<file path="config.mk">
export PLATFORM = sky130hd
export DESIGN_NAME = des_key_sched
export DESIGN_NICKNAME = d
export VERILOG_FILES = /design/src/rtl/des_key_sched.sv
export SDC_FILE = /design/constraint.sdc
export NUM_CORES = 1
export LEC_CHECK = 0
export ABC_AREA = 1
export CORE_MARGIN = 3
export CORE_UTILIZATION = 25
export DETAILED_ROUTE_END_ITERATION = 10
export HOLD_SLACK_MARGIN = 0.08
export SKIP_CTS_REPAIR_TIMING = 1
export SLEW_MARGIN = 20
export SYNTH_ARGS = -nofsm -noshare
export SYNTH_HDL_FRONTEND = slang
export SYNTH_SLANG_ARGS = --single-unit
</file>
<file path="constraint.sdc">
create_clock -name clk -period 3 [get_ports clk]
set_clock_uncertainty 0.15 [all_clocks]
set_input_delay 0.45 -clock clk [delete_from_list [all_inputs] [get_ports clk]]
set_output_delay 0.45 -clock clk [all_outputs]
set_load 0.01 [all_outputs]
</file>
<file path="src/rtl/des_key_sched.sv">
// des_key_sched: sequential DES key schedule generator.
// Takes one 64-bit key (FIPS bit 1 = key_in[63]) and streams NUM_ROUNDS 48-bit
// round subkeys (FIPS subkey bit 1 = sk_out[47]), one per valid/ready handshake.
// Encrypt order K1..KN, decrypt order KN..K1.
// Ports:
//   clk, rst            clock, synchronous active-high reset
//   key_valid/key_ready key handshake; key_in and decrypt sampled with it
//   abort               drop the current key, return to IDLE
//   sk_valid/sk_ready   subkey handshake
//   sk_out, sk_round    subkey and its round index minus 1
//   sk_last             final subkey of the current key
module des_key_sched #(
  parameter int unsigned NUM_ROUNDS  = 16,
  parameter logic [15:0] SHIFT_SCHED = 16'h7EFC
) (
  input  logic        clk,
  input  logic        rst,
  input  logic        key_valid,
  output logic        key_ready,
  input  logic [63:0] key_in,
  input  logic        decrypt,
  input  logic        abort,
  output logic        sk_valid,
  input  logic        sk_ready,
  output logic [47:0] sk_out,
  output logic [3:0]  sk_round,
  output logic        sk_last
);

  localparam int unsigned CD_W  = 56;
  localparam int unsigned SK_W  = 48;
  localparam int unsigned CNT_W = 5;

  localparam int unsigned PC1 [56] = '{
    57, 49, 41, 33, 25, 17,  9,  1, 58, 50, 42, 34, 26, 18,
    10,  2, 59, 51, 43, 35, 27, 19, 11,  3, 60, 52, 44, 36,
    63, 55, 47, 39, 31, 23, 15,  7, 62, 54, 46, 38, 30, 22,
    14,  6, 61, 53, 45, 37, 29, 21, 13,  5, 28, 20, 12,  4};

  localparam int unsigned PC2 [48] = '{
    14, 17, 11, 24,  1,  5,  3, 28, 15,  6, 21, 10,
    23, 19, 12,  4, 26,  8, 16,  7, 27, 20, 13,  2,
    41, 52, 31, 37, 47, 55, 30, 40, 51, 45, 33, 48,
    44, 49, 39, 56, 34, 53, 46, 42, 50, 36, 29, 32};

  // Total left rotation after NUM_ROUNDS rounds, mod 28.
  function automatic int unsigned total_shift();
    int unsigned sum;
    sum = 0;
    for (int k = 0; k < int'(NUM_ROUNDS); k++) begin
      sum = sum + (SHIFT_SCHED[4'(k)] ? 2 : 1);
    end
    return sum % 28;
  endfunction

  localparam int unsigned PRE_ROT   = (NUM_ROUNDS < 16) ? total_shift() : 0;
  localparam logic [4:0]  PRE_ROT_W = 5'(PRE_ROT);
  localparam logic [4:0]  N_W       = 5'(NUM_ROUNDS);

  typedef enum logic [0:0] {IDLE = 1'b0, RUN = 1'b1} state_e;

  function automatic logic [CD_W-1:0] pc1(input logic [63:0] k);
    logic [CD_W-1:0] r;
    r = '0;
    for (int i = 0; i < 56; i++) r[6'(55 - i)] = k[6'(64 - PC1[i])];
    return r;
  endfunction

  function automatic logic [SK_W-1:0] pc2(input logic [CD_W-1:0] cd);
    logic [SK_W-1:0] r;
    r = '0;
    for (int i = 0; i < 48; i++) r[6'(47 - i)] = cd[6'(56 - PC2[i])];
    return r;
  endfunction

  function automatic logic [27:0] rotl28(input logic [27:0] x, input logic [4:0] n);
    logic [55:0] t;
    t = {x, x} << n;
    return t[55:28];
  endfunction

  function automatic logic [27:0] rotr28(input logic [27:0] x, input logic [4:0] n);
    logic [55:0] t;
    t = {x, x} >> n;
    return t[27:0];
  endfunction

  function automatic logic [CD_W-1:0] cd_rotl(input logic [CD_W-1:0] cd, input logic [4:0] n);
    return {rotl28(cd[55:28], n), rotl28(cd[27:0], n)};
  endfunction

  function automatic logic [CD_W-1:0] cd_rotr(input logic [CD_W-1:0] cd, input logic [4:0] n);
    return {rotr28(cd[55:28], n), rotr28(cd[27:0], n)};
  endfunction

  // Rotation amount of round r (1-based).
  function automatic logic [4:0] shift_of(input logic [CNT_W-1:0] r);
    return SHIFT_SCHED[4'(r - 5'd1)] ? 5'd2 : 5'd1;
  endfunction

  state_e            state_q, state_d;
  logic [CD_W-1:0]   cd_q, cd_d, cd_tmp;
  logic [CNT_W-1:0]  rnd_q, rnd_d, rnd_n;
  logic              dec_q, dec_d;
  logic              key_ready_q, key_ready_d;
  logic              sk_valid_q, sk_valid_d;
  logic [SK_W-1:0]   sk_out_q, sk_out_d;
  logic [3:0]        sk_round_q, sk_round_d;
  logic              sk_last_q, sk_last_d;
  logic              accept, hs;

  assign accept = (state_q == IDLE) && key_valid && !abort;
  assign hs     = (state_q == RUN) && sk_valid_q && sk_ready && !abort;

  // State register.
  always_ff @(posedge clk) begin
    if (rst) state_q <= IDLE;
    else     state_q <= state_d;
  end

  // Next-state logic; abort wins over every handshake.
  always_comb begin
    state_d = state_q;
    if (abort) begin
      state_d = IDLE;
    end else begin
      case (state_q)
        IDLE:    if (key_valid) state_d = RUN;
        RUN:     if (hs && sk_last_q) state_d = IDLE;
        default: state_d = IDLE;
      endcase
    end
  end

  // Output/datapath next values.
  always_comb begin
    key_ready_d = (state_d == IDLE);
    cd_d        = cd_q;
    cd_tmp      = cd_q;
    rnd_d       = rnd_q;
    rnd_n       = rnd_q + 5'd1;
    dec_d       = dec_q;
    sk_valid_d  = sk_valid_q;
    sk_out_d    = sk_out_q;
    sk_round_d  = sk_round_q;
    sk_last_d   = sk_last_q;
    if (abort) begin
      sk_valid_d = 1'b0;
      sk_last_d  = 1'b0;
    end else if (accept) begin
      dec_d      = decrypt;
      rnd_d      = 5'd1;
      sk_valid_d = 1'b1;
      sk_last_d  = (N_W == 5'd1);
      if (decrypt) begin
        // Start from CD after N encrypt rotations, then step backwards.
        cd_tmp     = cd_rotl(pc1(key_in), PRE_ROT_W);
        sk_out_d   = pc2(cd_tmp);
        cd_d       = cd_rotr(cd_tmp, shift_of(N_W));
        sk_round_d = 4'(N_W - 5'd1);
      end else begin
        cd_tmp     = cd_rotl(pc1(key_in), shift_of(5'd1));
        sk_out_d   = pc2(cd_tmp);
        cd_d       = cd_tmp;
        sk_round_d = 4'd0;
      end
    end else if (hs) begin
      if (sk_last_q) begin
        sk_valid_d = 1'b0;
        sk_last_d  = 1'b0;
      end else begin
        rnd_d     = rnd_n;
        sk_last_d = (rnd_n == N_W);
        if (dec_q) begin
          // cd_q already holds CD for this round; pre-step for the next one.
          sk_out_d   = pc2(cd_q);
          sk_round_d = 4'(N_W - rnd_n);
          cd_d       = cd_rotr(cd_q, shift_of(N_W - rnd_q));
        end else begin
          cd_tmp     = cd_rotl(cd_q, shift_of(rnd_n));
          sk_out_d   = pc2(cd_tmp);
          sk_round_d = 4'(rnd_n - 5'd1);
          cd_d       = cd_tmp;
        end
      end
    end
  end

  // Datapath and output registers.
  always_ff @(posedge clk) begin
    if (rst) begin
      cd_q        <= '0;
      rnd_q       <= '0;
      dec_q       <= 1'b0;
      key_ready_q <= 1'b1;
      sk_valid_q  <= 1'b0;
      sk_out_q    <= '0;
      sk_round_q  <= '0;
      sk_last_q   <= 1'b0;
    end else begin
      cd_q        <= cd_d;
      rnd_q       <= rnd_d;
      dec_q       <= dec_d;
      key_ready_q <= key_ready_d;
      sk_valid_q  <= sk_valid_d;
      sk_out_q    <= sk_out_d;
      sk_round_q  <= sk_round_d;
      sk_last_q   <= sk_last_d;
    end
  end

  assign key_ready = key_ready_q;
  assign sk_valid  = sk_valid_q;
  assign sk_out    = sk_out_q;
  assign sk_round  = sk_round_q;
  assign sk_last   = sk_last_q;

endmodule

</file>
# Word level (Yosys, flattened, before mapping)
# Memories as Yosys holds them, arrays and structs flattened.
# Index checks and enable logic that the tools add are counted.
# totals
regBits,118
mem_bits_ro,32
inputBits,70
out_inout_bits,55
elab_cells,71
mem_count,2
# classes
n_addsub,5
n_lt_le_gt_ge,2
eq_ne,2
shifts,4
muxes,30
n_bitwise,3
n_reduce_logical,14
# memory_table
memory,depth,width,read_ports,rd_ports_with_merged_regs,wr,line_no,source
(no name shown),16,1,1,0,0,98,return SHIFT_SCHED[4'(r - 5'd1)] ? 5'd2 : 5'd1;
(no name shown),16,1,1,0,0,98,
# op_table
operator,n
56-bit two-way mux,5
48-bit two-way mux,3
56-bit by 2-bit left shift with 56-bit output,2
56-bit by 2-bit >> shifter with 28-bit output,2
32-bit two-way mux,2
4-bit two-way mux,5
5-bit two-way mux,3
4-bit by 5-bit less-than comparator with 1-bit output (second input constant),2
1-bit two-way mux,9
1-bit by 4-bit subtractor with 4-bit output (first input constant),2
4-bit by 1-bit subtractor with 4-bit output (second input constant),2
1-bit logical AND,6
5-bit by 1-bit adder with 5-bit output (second input constant),1
5-bit equality test (second input constant),1
2-bit two-way mux,2
2-bit AND reduction,2
2-bit nonzero test,2
1-bit inverter,3
3-bit AND reduction,1
3-bit OR reduction,1
2-bit by 1-bit != test with 1-bit output (second input constant),1
1-bit case mux with 2 select lines,1
2-bit OR reduction,1
1-bit zero test,1

# Longest topological paths before layout
# depth
word_depth,10
mapped_depth,17
depth_no_buf,16

# Least setup slack after synthesis
# No wires, ideal clock.
# synth_timing
path_type,reg-to-reg
startpoint,reg rnd_q[0]
endpoint,reg cd_q[24]
setup_ns,0.143
arrival_ns,2.055
required_time_ns,2.707
path_slack_ns,0.652
path_stages_with_launch,12
n_path_buf,2
period_less_slack_ns,2.348
path_cell_list,dfxtp_1 inv_1 ha_1 xnor2_1 nand3_1 nand3b_1 nand2_1 buf_4 buf_6 nand2_1 o211ai_1 a41oi_1
# synth_via
elab_chain_cells,10
elab_cells_between_ends,16
cone_classes,add/sub (4); shift (2); mux (8); memory (2)
# synth_lines
element,line_no,source
"start, declared",103,"logic [CNT_W-1:0] rnd_q, rnd_d, rnd_n;"
"start signal, assigned",202,rnd_q <= rnd_d;
5-bit by 1-bit adder with 5-bit output or 1-bit by 4-bit subtractor with 4-bit output (tied branches),"141, 178",
4-bit by 1-bit subtractor with 4-bit output,98,
memory read 16 x 1 bit,n/a,
1-bit two-way mux (not written as such),98,
2-bit two-way mux,98,
56-bit by 2-bit left shift with 56-bit output or 56-bit by 2-bit >> shifter with 28-bit output (tied branches),"78, 84",
56-bit two-way mux *,174,if (dec_q) begin
56-bit two-way mux *,168,if (sk_last_q) begin
56-bit two-way mux *,167,end else if (hs) begin
56-bit two-way mux *,150,end else if (accept) begin
"end signal, assigned",192,cd_q <= '0;
"end signal, assigned",201,cd_q <= cd_d;
"end, declared",102,"logic [CD_W-1:0] cd_q, cd_d, cd_tmp;"
# Every way passes the cells marked *; elsewhere a longest branch is shown, timed or not. The select of a mux whose other input is x is not followed.
# A chain may end at the register's enable or synchronous reset.

# Worst setup path after layout
# layout_timing
startpoint,reg rnd_q[0]
endpoint,reg sk_out_q[18] (netlist: sk_out[18])
# layout_via
elab_chain_cells,10
# layout_lines
element,line_no,source
5-bit by 1-bit adder with 5-bit output,141,rnd_n = rnd_q + 5'd1;
4-bit by 1-bit subtractor with 4-bit output,98,
memory read 16 x 1 bit,n/a,
1-bit two-way mux (not written as such),98,
2-bit two-way mux,98,
56-bit by 2-bit left shift with 56-bit output,78,"t = {x, x} << n;"
32-bit two-way mux,174,
48-bit two-way mux,168,
48-bit two-way mux,167,
48-bit two-way mux,150,
"end signal, assigned",206,sk_out_q <= sk_out_d;
"end, declared",107,"logic [SK_W-1:0] sk_out_q, sk_out_d;"
# No other way between the ends. The select of a mux whose other input is x is not followed.

==> impl_metrics.env <==
export IMPL_vias=7080
export IMPL_ys_warn_count=0
export IMPL_die_h_um=167
export IMPL_synth_cell_area_mm2=0.00650
export IMPL_io_buffers=76
export IMPL_p_total_mw=3.55
export IMPL_synthFlopType="dfxtp_1"
export IMPL_worstSetupPathType="reg2reg"
export IMPL_clock_sinks=102
export IMPL_cp_start_kind="flip-flop"
export IMPL_finalMaxSlewViolations=0
export IMPL_synth_top_area_share_pct=31.4
export IMPL_grt_usage_pct=14.7
export IMPL_rows=58
export IMPL_use_met3_pct=2.67
export IMPL_worst_path_max_fanout=37
export IMPL_cts_tree="yes"
export IMPL_grt_pass1_wl_um=34300
export IMPL_seqCellArea_mm2=0.00204
export IMPL_crit_buf_inv=2
export IMPL_grt_ovfl_total=0
export IMPL_die_area_mm2=0.0280
export IMPL_ios=125
export IMPL_synth_edff_count=0
export IMPL_grt_pass1_vias=6403
export IMPL_min_delay_start="sk_out[25]$_SDFFE_PP0P_"
export IMPL_maxSlewHeadroom_pct=58.9
export IMPL_synth_top_area_cell="dfxtp_1"
export IMPL_end_kind="flip-flop"
export IMPL_tns_ns=0
export IMPL_drtIter0Drc=766
export IMPL_seq_area_frac_synth_pct=31.4
export IMPL_h_tree_depth=3
export IMPL_ys_ff_latch=102
export IMPL_cap_violations=0
export IMPL_top_usage_layer="met2"
export IMPL_finalHoldViolCount=0
export IMPL_ir_worst_vdd_uv=269
export IMPL_critical_path_max_stage_delay_ns=0.41
export IMPL_cp_slowest_cell="dfxtp_2"
export IMPL_dr_pass1_iters=5
export IMPL_fillers=2787
export IMPL_path_common_cell="nand3_1"
export IMPL_syn_mean_instance_area_um2=6.32
export IMPL_core_area_mm2=0.0253
export IMPL_place_inst=1389
export IMPL_leakage_nw=2.90
export IMPL_crit_chain="inv_1 > ha_1 > xnor2_1 > nand3_1 > nand3_1 > nand2_2 > clkbuf_16 > o211ai_1 > a41oi_1"
export IMPL_whs_path_depth=2
export IMPL_max_freq_mhz=375
export IMPL_rrSetupSlack_ns=0.33
export IMPL_p_per_area_mw_per_mm2=452
export IMPL_antenna_left=0
export IMPL_wl_um=21600
export IMPL_clockRootBuffer="clkbuf_16"
export IMPL_cp_arrival_ns=2.74
export IMPL_area_delta_synth_final_pct=21.1
export IMPL_rsz0062_at_grt="false"
export IMPL_clockBufferDepth=2
export IMPL_antenna_cells=0
export IMPL_gp_congestion=0.878
export IMPL_grtUsageMet1_pct=20.6
export IMPL_required_ns=3.07
export IMPL_hold_path_end="sk_out[25]$_SDFFE_PP0P_"
export IMPL_finalCritPeriodShare_pct=89.0
export IMPL_cpLargestDelayFamily="simple AND/OR/NAND/NOR gates"
export IMPL_drive_gt1_share_pct=5.95
export IMPL_grtUsageMet2_pct=23.3
export IMPL_antenna_found_initial=0
export IMPL_multi_input_area_mm2=0.00377
export IMPL_synth_top_cells_by_area="dfxtp_1 31%, nand2_1 16%, o21ai_0 13%, a21oi_1 7.1%, inv_1 4.6%"
export IMPL_timing_rr_start="rnd_q[0]$_SDFFE_PP0P_"
export IMPL_drc=0
export IMPL_clk_latency_ns=0.36
export IMPL_ff2ff_path_depth=9
export IMPL_synth_top_cells_by_count="274 x nand2_1, 167 x o21ai_0, 102 x dfxtp_1"
export IMPL_syn_inst=1028
export IMPL_viasPerCell=5.04
export IMPL_min_period_ns=2.67
export IMPL_synthArstFlopShare_pct=0
export IMPL_grt_max_degree=86
export IMPL_cts_clk_slew_worst_paths_ns=0.07
export IMPL_initial_core_util_pct=25.6
export IMPL_worst_slew_pin_slew_ns=0.617
export IMPL_routedWlPerCell_um=15.4
export IMPL_rr_endpoint="sk_out[18]$_SDFFE_PP0P_"
export IMPL_dp_hpwl_um=14000
export IMPL_die_w_um=167
export IMPL_fin_nets=1145
export IMPL_stdcell_count=1405
export IMPL_ys_types=36
export IMPL_setup_viol_count_final=0
export IMPL_status="complete, no violations"
export IMPL_synth_most_common_cell="nand2_1"
export IMPL_hp_class="reg2reg"
export IMPL_cts_buffers=9
worst reg2reg max path: stages, from the launching register on:
cell,delay [ns]
dfxtp_2,0.41
inv_1,0.14
ha_1,0.39
xnor2_1,0.23
nand3_1,0.12
nand3_1,0.24
nand2_2,0.16
clkbuf_16,0.25
o211ai_1,0.29
a41oi_1,0.15
layout by cell type, fill, tap and decap left out, types with 4 or more instances in the layout:
cell             synthesis  routed
inv_1                   79      78
inv_2                    3       4
a31oi_1                 19      19
dfxtp_1                102     101
nand2_1                274     273
a21oi_1                 92      92
o211ai_1                36      36
o21ai_0                167     167
ha_1                     4       4
clkbuf_16                0      10
conb_1                   1      16
nor2_2                   4       5
nor2_1                  58      56
nand2_2                  3       4
a41oi_1                 30      30
o22ai_1                 11      11
clkdlybuf4s50_1          0      76
o211ai_2                 5       5
buf_4                   17      26
nand3_1                 36      36
cells by family after synthesis:
logic type	synth area share, %
other	0.0577
flip-flops	31.4
buffers and inverters	11.6
AO/OA/AOI/OAI	32.7
AND/OR/NAND/NOR	23.1
XOR/XNOR	0.270
adder cells (fa/ha/maj)	0.770
state kept, by name, summed over array words and instances (netlist names), named ones only:
| name | count |
|---|---|
| sk_valid | 1 |
| state_q | 1 |
| key_ready | 1 |
| dec_q | 1 |
| rnd_q | 5 |
| sk_out | 32 |
| cd_q | 55 |
| sk_last | 1 |
| sk_round | 4 |
per-stage QoR:
stage / util, % / cell area [um^2] / worst slack, ns / hold WS [ns]
finish: 31.1 / 7870 / 0.331 / 0.328
global route: 31.1 / 7870 / 0.0647 / 0.352
CTS: 31.0 / 7840 / 0.178 / 0.332
detailed placement: 29.8 / 7550 / 0.205 / 0.314
global placement: 29.8 / 7550 / 0.259 / 0.312
floorplan: - / 6550 / 0.652 / 0.303
report_power, final:
part	switching [mW]	internal, mW	total (mW)
logic	0.531	0.325	0.856
registers	0.0595	1.42	1.48
clock network	0.570	0.648	1.22
total	1.16	2.39	3.55
worst max-delay path by stage:
stage                                startpoint                 endpoint  cells after the start
after floorplan           rnd_q[0]$_SDFFE_PP0P_    cd_q[24]$_SDFFE_PP0P_                     11
after CTS                 rnd_q[0]$_SDFFE_PP0P_  sk_out[29]$_SDFFE_PP0P_                     13
after global routing      rnd_q[0]$_SDFFE_PP0P_  sk_out[29]$_SDFFE_PP0P_                     14
after detailed placement  rnd_q[0]$_SDFFE_PP0P_  sk_out[29]$_SDFFE_PP0P_                     13
after global placement                key_valid    cd_q[17]$_SDFFE_PP0P_                     10
final                     rnd_q[0]$_SDFFE_PP0P_  sk_out[18]$_SDFFE_PP0P_                      9
layout make-up:
type                    count  area share (%)
multi-input cells         768            47.9
flip-flops and latches    102            26.0
repair buffers            106            13.2
well taps                 330            5.25
inverters                  84            4.01
clock buffers              10            2.91
clock inverters             5           0.763
layer usage:
layer	routed length [um]	share of wire, %	vias to the layer above
met1	10200	47	3286
met3	1140	5.3	26
met5	0	0	-
met4	352	1.6	0
met2	9880	46	206
li1	-	-	3562
No activity file was read; power rests on OpenSTA's default activity.
